## src/rtl/timer_pkg.sv

```systemverilog
`default_nettype none
// ============================================================================
// Module      : timer_pkg
// Description : Shared definitions for the countdown timer: state encoding
//               and the default count width.
// Revision    : 1.0 - initial release
// ============================================================================
package timer_pkg;

  // Default bit width of the load value and count output
  localparam int C_DEFAULT_WIDTH = 4;

  // Controller states; encodings are fixed so other blocks can decode them
  typedef enum logic [1:0] {
    ST_IDLE = 2'd0,
    ST_RUN  = 2'd1,
    ST_DONE = 2'd2
  } state_t;

endpackage : timer_pkg
`default_nettype wire

```

## src/rtl/countdown_timer.sv

```systemverilog
`default_nettype none
// ============================================================================
// Module      : countdown_timer
// Description : Loadable down-counter. A start value is taken over a
//               valid/ready handshake, decremented on enabled edges, and
//               terminal count is flagged by a one-cycle done pulse.
//               Optional macro COUNTDOWN_AUTO_RELOAD_EN selects periodic
//               mode: on terminal count the start value is reloaded and the
//               timer keeps running until aborted.
// Revision    : 1.0 - initial release
// ============================================================================
module countdown_timer
  import timer_pkg::*;
#(
  parameter int WIDTH = C_DEFAULT_WIDTH
) (
  input  logic             clk,
  input  logic             clr,
  input  logic             load_valid,
  output logic             load_ready,
  input  logic [WIDTH-1:0] load_val,
  input  logic             enable,
  input  logic             abort,
  output logic [WIDTH-1:0] q,
  output logic             busy,
  output logic             done
);

  localparam logic [WIDTH-1:0] C_ONE  = WIDTH'(1);
  localparam logic [WIDTH-1:0] C_ZERO = '0;

  state_t           r_state;
  state_t           w_state_next;
  logic [WIDTH-1:0] r_q;
  logic [WIDTH-1:0] w_q_next;

`ifdef COUNTDOWN_AUTO_RELOAD_EN
  // Start value kept for periodic reload, and the in-RUN terminal-count flag
  logic [WIDTH-1:0] r_reload;
  logic [WIDTH-1:0] w_reload_next;
  logic             r_pulse;
  logic             w_pulse_next;
`endif

  // State, count and (optional) reload registers; clr overrides everything
  always_ff @(posedge clk) begin
    if (clr) begin
      r_state  <= ST_IDLE;
      r_q      <= C_ZERO;
`ifdef COUNTDOWN_AUTO_RELOAD_EN
      r_reload <= C_ZERO;
      r_pulse  <= 1'b0;
`endif
    end else begin
      r_state  <= w_state_next;
      r_q      <= w_q_next;
`ifdef COUNTDOWN_AUTO_RELOAD_EN
      r_reload <= w_reload_next;
      r_pulse  <= w_pulse_next;
`endif
    end
  end

  // Next-state and next-count logic; hold everything unless a case says otherwise
  always_comb begin
    w_state_next  = r_state;
    w_q_next      = r_q;
`ifdef COUNTDOWN_AUTO_RELOAD_EN
    w_reload_next = r_reload;
    w_pulse_next  = 1'b0;
`endif
    case (r_state)
      ST_IDLE: begin
        // enable and abort have no effect until a value is loaded
        if (load_valid) begin
          w_q_next = load_val;
`ifdef COUNTDOWN_AUTO_RELOAD_EN
          w_reload_next = load_val;
`endif
          // A zero load skips counting and goes straight to the done pulse
          w_state_next = (load_val != C_ZERO) ? ST_RUN : ST_DONE;
        end
      end
      ST_RUN: begin
        if (abort) begin
          // Cancel wins over a simultaneous enable; count is frozen
          w_state_next = ST_IDLE;
        end else if (enable) begin
          if (r_q > C_ONE) begin
            w_q_next = r_q - C_ONE;
          end else begin
            // r_q is 1 here: a zero value never reaches RUN, so no wrap
`ifdef COUNTDOWN_AUTO_RELOAD_EN
            w_q_next     = r_reload;
            w_pulse_next = 1'b1;
`else
            w_q_next     = C_ZERO;
            w_state_next = ST_DONE;
`endif
          end
        end
      end
      ST_DONE: begin
        // Single pulse cycle; load_valid and abort are ignored here
        w_state_next = ST_IDLE;
      end
      default: begin
        w_state_next = ST_IDLE;
      end
    endcase
  end

  // Handshake and status outputs decoded from the registered state
  assign load_ready = (r_state == ST_IDLE);
  assign busy       = (r_state == ST_RUN);
  assign q          = r_q;
`ifdef COUNTDOWN_AUTO_RELOAD_EN
  assign done       = (r_state == ST_DONE) || r_pulse;
`else
  assign done       = (r_state == ST_DONE);
`endif

endmodule : countdown_timer
`default_nettype wire
```

## config.mk

```make
export PLATFORM = sky130hd
export DESIGN_NAME = countdown_timer
export DESIGN_NICKNAME = d
export VERILOG_FILES = /design/src/rtl/timer_pkg.sv /design/src/rtl/countdown_timer.sv
export SDC_FILE = /design/constraint.sdc
export NUM_CORES = 1
export LEC_CHECK = 0
export ABC_AREA = 1
export CORE_AREA = 2 2 39 41
export DETAILED_ROUTE_END_ITERATION = 12
export DIE_AREA = 0 0 41 43
export PLACE_DENSITY = 0.73
export SLEW_MARGIN = 40
export SYNTH_ARGS = -nofsm -noshare
export SYNTH_HDL_FRONTEND = slang
export SYNTH_SLANG_ARGS = --single-unit
export TNS_END_PERCENT = 30
```

## constraint.sdc

```tcl
create_clock -name clk -period 1.5 [get_ports clk]
set_clock_uncertainty 0.15 [all_clocks]
set_input_delay 0.15 -clock clk [delete_from_list [all_inputs] [get_ports clk]]
set_output_delay 0.15 -clock clk [all_outputs]
set_load 0.03 [all_outputs]
```

==> impl_metrics.json <==
{
  "fin_util": 0.467,
  "drv_cap": 0,
  "grt_pass1_wl_um": 1530,
  "p_clk_frac": 0.264,
  "die_width_um": 41,
  "boundaryPins": 16,
  "grt_pass1_vias": 399,
  "routed_wl_um": 927,
  "cts.sinks": 6,
  "p_sw_mw": 0.203,
  "path_clk_slew_ns": 0.04,
  "cts_tree": "built",
  "dp_hpwl_um": 785,
  "leakage_nw": 0.340,
  "fin_ws_ns": 0.126,
  "combPwrFrac": 0.397,
  "reg2reg_from": "q[1]",
  "route.detailed.drc": 0,
  "slew_violations": 0,
  "worstPathRequired_ns": 1.47,
  "cts_htree_levels": 1,
  "power_density_nw_per_um2": 867,
  "critical-path-max-stage-delay_ns": 0.32,
  "die_area_um2": 1760,
  "ant_nets": 0,
  "ys_seq_area_frac": 0.268,
  "clock_latency_ns": 0.25,
  "ff_latch_area_um2": 124,
  "syn_inst": 72,
  "ys_top_cells_by_area": "dfxtp_1 27%, nor2_1 15%, inv_1 11%",
  "vias_per_cell": 4.55,
  "fillerInstances": 145,
  "period_share": 0.916,
  "synth_top_area_share": 0.268,
  "critPathTopFamily": "flip-flops",
  "hold_viol": 0,
  "final_cell_mix": "18 x nor2_1, 13 x inv_1, 8 x clkdlybuf4s50_1",
  "diodes": 0,
  "postCtsSetupBuffers": 0,
  "overflow": 0,
  "cp-start-kind": "flip-flop",
  "die_h_um": 43,
  "synth-xor-area-share": 0.0196,
  "synth_top_family_by_area": "simple AND/OR/NAND/NOR gates",
  "synthMuxAreaShare": 0,
  "synth_compound_area_frac": 0.128,
  "sw_frac_of_total": 0.363,
  "yosys.area_share.adder": 0.0559,
  "peakVddDrop_mv": 0.258,
  "final_common_cell": "nor2_1",
  "drt-initial-drc-count": 15,
  "yosys.area_share.simple": 0.411,
  "num_rows": 14,
  "hold_depth": 2,
  "worst-setup-path-type": "reg2reg",
  "path_max_fanout": 4,
  "post-place-ws_ns": 0.0247,
  "tightest_slew_ns": 0.294,
  "fin_cells": 107,
  "dr.pass1.iters": 4,
  "setup_viol": 0,
  "wl_per_cell_um": 8.66,
  "grt_use_total": 0.128,
  "crit_path_end_kind": "flip-flop",
  "drive_above_1_share": 0.187,
  "p_int_mw": 0.357,
  "timing.rr.end": "r_state[0]",
  "antenna_found_initial": 0,
  "synth_top_area_cell": "dfxtp_1",
  "num_vias": 487,
  "yosysUniqueCellTypes": 16,
  "start_util": 0.324,
  "worstHoldEndpoint": "r_state[0]",
  "hold_path_class": "in2reg",
  "clock.fmax_mhz": 728,
  "synth_nets": 83,
  "port_buffers": 15,
  "r2r_cells": 7,
  "dp.cells": 104,
  "cts_buffer_depth": 2,
  "crit_chain": "inv_1 -> ha_2 -> inv_1 -> nand2_1 -> nand2_2 -> o21ai_1 -> a21oi_1",
  "core_um2": 1380,
  "cts_buffers": 3,
  "relSlewSlack": 0.804,
  "multi_input_area_um2": 283,
  "grt_max_degree": 7,
  "outcome": "finished clean",
  "routabilityCongestion": 0.775,
  "netlist_area_um2": 448,
  "critPathBufInv": 2,
  "synth-seq-cells": 6,
  "avgSynthCellArea_um2": 6.22,
  "crit_top_cell": "inv_1",
  "r2r_setup_slack_ns": 0.13,
  "cp.arrival_ns": 1.35,
  "min_from": "clr",
  "crit_cells": 7,
  "synth_warnings": 0,
  "tns_ns": 0,
  "whs_ns": 0.389,
  "fin_nets": 104,
  "cp_slowest_cell": "dfxtp_1",
  "min_period_ns": 1.37,
  "area_growth_pct": 44.4,
  "p_seq_frac": 0.339,
  "cts-root-buf": "clkbuf_4"
}
worst max path at each step:
stage / startpoint / end / slack, ns
after CTS: q[1] / r_state[0] / 0.06
after global routing: q[0] / r_state[1] / -0.02
after floorplan: q[1] / q[0] / 0.004
after detailed placement: enable / q[1] / 0.02
after global placement: enable / q[2] / 0.08
final: q[1] / r_state[0] / 0.13
stage by stage:
stage	total power, mW	cell area (um^2)
after floorplan	0.337	449
after global placement	0.415	619
after detailed placement	0.418	619
after CTS	0.564	637
after global routing	0.601	647
final	0.561	647
worst register-to-register path: cells and delay by family, from the launching register on:
family                   cells  cell delay (ns)
AO/OA/AOI/OAI                2             0.27
adder cells (fa/ha/maj)      1             0.20
buffers and inverters        2             0.16
flip-flops                   1             0.32
AND/OR/NAND/NOR              2             0.15
Yosys cell counts, drive strengths merged:
library cell and n:
o21ai 7, nand4 1, nor2 20, nand2 12, dfxtp 6, xnor2 1, nand3 5, ha 2
a21oi 3, inv 14, a21boi 1
layer usage:
| layer | GRT usage | up-vias | wire length, um |
|---|---|---|---|
| li1 | - | 264 | - |
| met1 | 0.184 | 203 | 433 |
| met2 | 0.163 | 18 | 432 |
| met3 | 0.0157 | 2 | 41 |
| met4 | 0.100 | 0 | 19 |
| met5 | 0 | - | 0 |
power groups by stage:
stage               Sequential (mW)  Combinational, mW  Clock, mW
finish                        0.190              0.222      0.148
floorplan                     0.217              0.120          0
detailed placement            0.194              0.224          0
global route                  0.193              0.249      0.160
CTS                           0.190              0.216      0.157
global placement              0.193              0.222          0
timing repair:
action	in CTS	in global routing
pin swaps	0	1
setup endpoints to repair	4	5
resized for setup	4	5
hold buffers	0	0
sequential cells by signal, summed over array words and instances (netlist names):
signal	flops
q	4
r_state	2
area by class of cell:
| class | instances | area share |
|---|---|---|
| clock buffers | 3 | 0.0348 |
| inverters | 14 | 0.0812 |
| multi-input cells | 52 | 0.437 |
| flip-flops and latches | 6 | 0.191 |
| well taps | 16 | 0.0309 |
| repair buffers | 16 | 0.224 |
logic make-up (layout without fill, tap and decap cells):
group                      after synthesis  in the layout
DFF                                      6              6
and+or+nand+nor                         38             38
buffers and inverters                   14             33
xor gates and xnor gates                 1              1
adders and majority gates                2              2
AOI/OAI and AO/OA                       11             11
No activity file was read; power rests on OpenSTA's default activity.
==> variant, RTL diff (same flow settings) <==
Set the package constant `C_DEFAULT_WIDTH` to 3 (it was 4).
--- a/src/rtl/timer_pkg.sv
+++ b/src/rtl/timer_pkg.sv
@@ -9,5 +9,5 @@
 
   // Default bit width of the load value and count output
-  localparam int C_DEFAULT_WIDTH = 4;
+  localparam int C_DEFAULT_WIDTH = 3;
 
   // Controller states; encodings are fixed so other blocks can decode them
Interface: changed (resized load_val and q); port bits go from 16 to 14. No check against the original RTL was run, so the function may have changed too.
==> variant against the original RTL <==
- global-route usage down 0.51 points
- sequential cell count down 1
- power down 11%
- cell area down 14%
- non-clock buffer count down 3
- setup slack better by 0.052 ns
- synthesized area down 12%
- wire length down 7.2%
==> variant: results (changes against the original RTL) <==
* 1st-iter DRT viols at 3 (was 15)
* GR Util met3 at 4.712% (was 1.571%)
* GRT Overall Usage at 12.25% (was 12.76%)
* Largest net degree at the start of global routing at 6 (was 7)
* Mapped Nets at 81 (was 83)
* Design Area, Final at 559.3 um2 (was 646.9 um2)
* Port buffer count at 13 (was 15)
* Area post-placement at 536.8 um2 (was 619.3 um2)
* Nets at 99 (was 104)
* Status: completed (unchanged)
* Met2 Resource Use GR at 20.63% (was 16.25%)
* Distinct cells, synth at 12 (was 16)
* GPL Wtd Cong at 0.7361 (was 0.7752)
* Pleak at 0.3055 nW (was 0.3402 nW)
* First-pass GRT wire length at 1442 um (was 1531 um)
* Share of layout cells above drive strength 1 at 14.77% (was 18.68%)
* Cell count after synthesis at 71 (was 72)
* Top post-synthesis cells by area: dfxtp_1 25%, nand2_1 18%, nor2_1 17% (was dfxtp_1 27%, nor2_1 15%, inv_1 11%)
* Worst VDD drop at 0.4809 mV (was 0.2577 mV)
* Worst R2R End: q[1] (was r_state[0])
* Least-Margin Pin Slew at 0.2960 ns (was 0.2944 ns)
* CTS resizes at 3 (was 4)
* Met1 Use GR at 12.22% (was 18.39%)
* Drt total wl at 860 um (was 927 um)
* CP arrival at 1.02 ns (was 1.35 ns)
* Crit Path Category: flop to output pin (was flop to flop)
* Worst r2r src: q[0] (was q[1])
* Critical path's largest stage delay at 0.41 ns (was 0.32 ns)
[variant: cell count changes after synthesis, sizes merged]
cell / unedited run / this run
nand4: 1 / 0
a21oi: 3 / 1
xnor2: 1 / 0
a21boi: 1 / 0
nand3: 5 / 6
inv: 14 / 13
dfxtp: 6 / 5
nand2: 12 / 22
o21ai: 7 / 2
[variant: final cells by class]
| type | count | share of cell area, % |
|---|---|---|
| Clock buffer | 4 | 4.698 |
| Inverter | 13 | 8.725 |
| Multi-Input combinational cell | 53 | 43.85 |
| Sequential cell | 5 | 17.90 |
| Tap cell | 16 | 3.579 |
| Timing Repair Buffer | 13 | 21.25 |
[variant: cell families after synthesis]
kind of cell	after synthesis	share of synthesized area [%]
AO/OA/AOI/OAI	3	3.808
adder cells (fa/ha/maj)	2	6.348
buffers and inverters	13	12.38
flip-flops	5	25.40
AND/OR/NAND/NOR	48	52.06
[variant: layer usage]
metal / vias to the layer above / routed length, um
met2: 12 / 447
met4: 0 / 21
met1: 184 / 360
li1: 246 / -
met5: - / 0
met3: 2 / 30
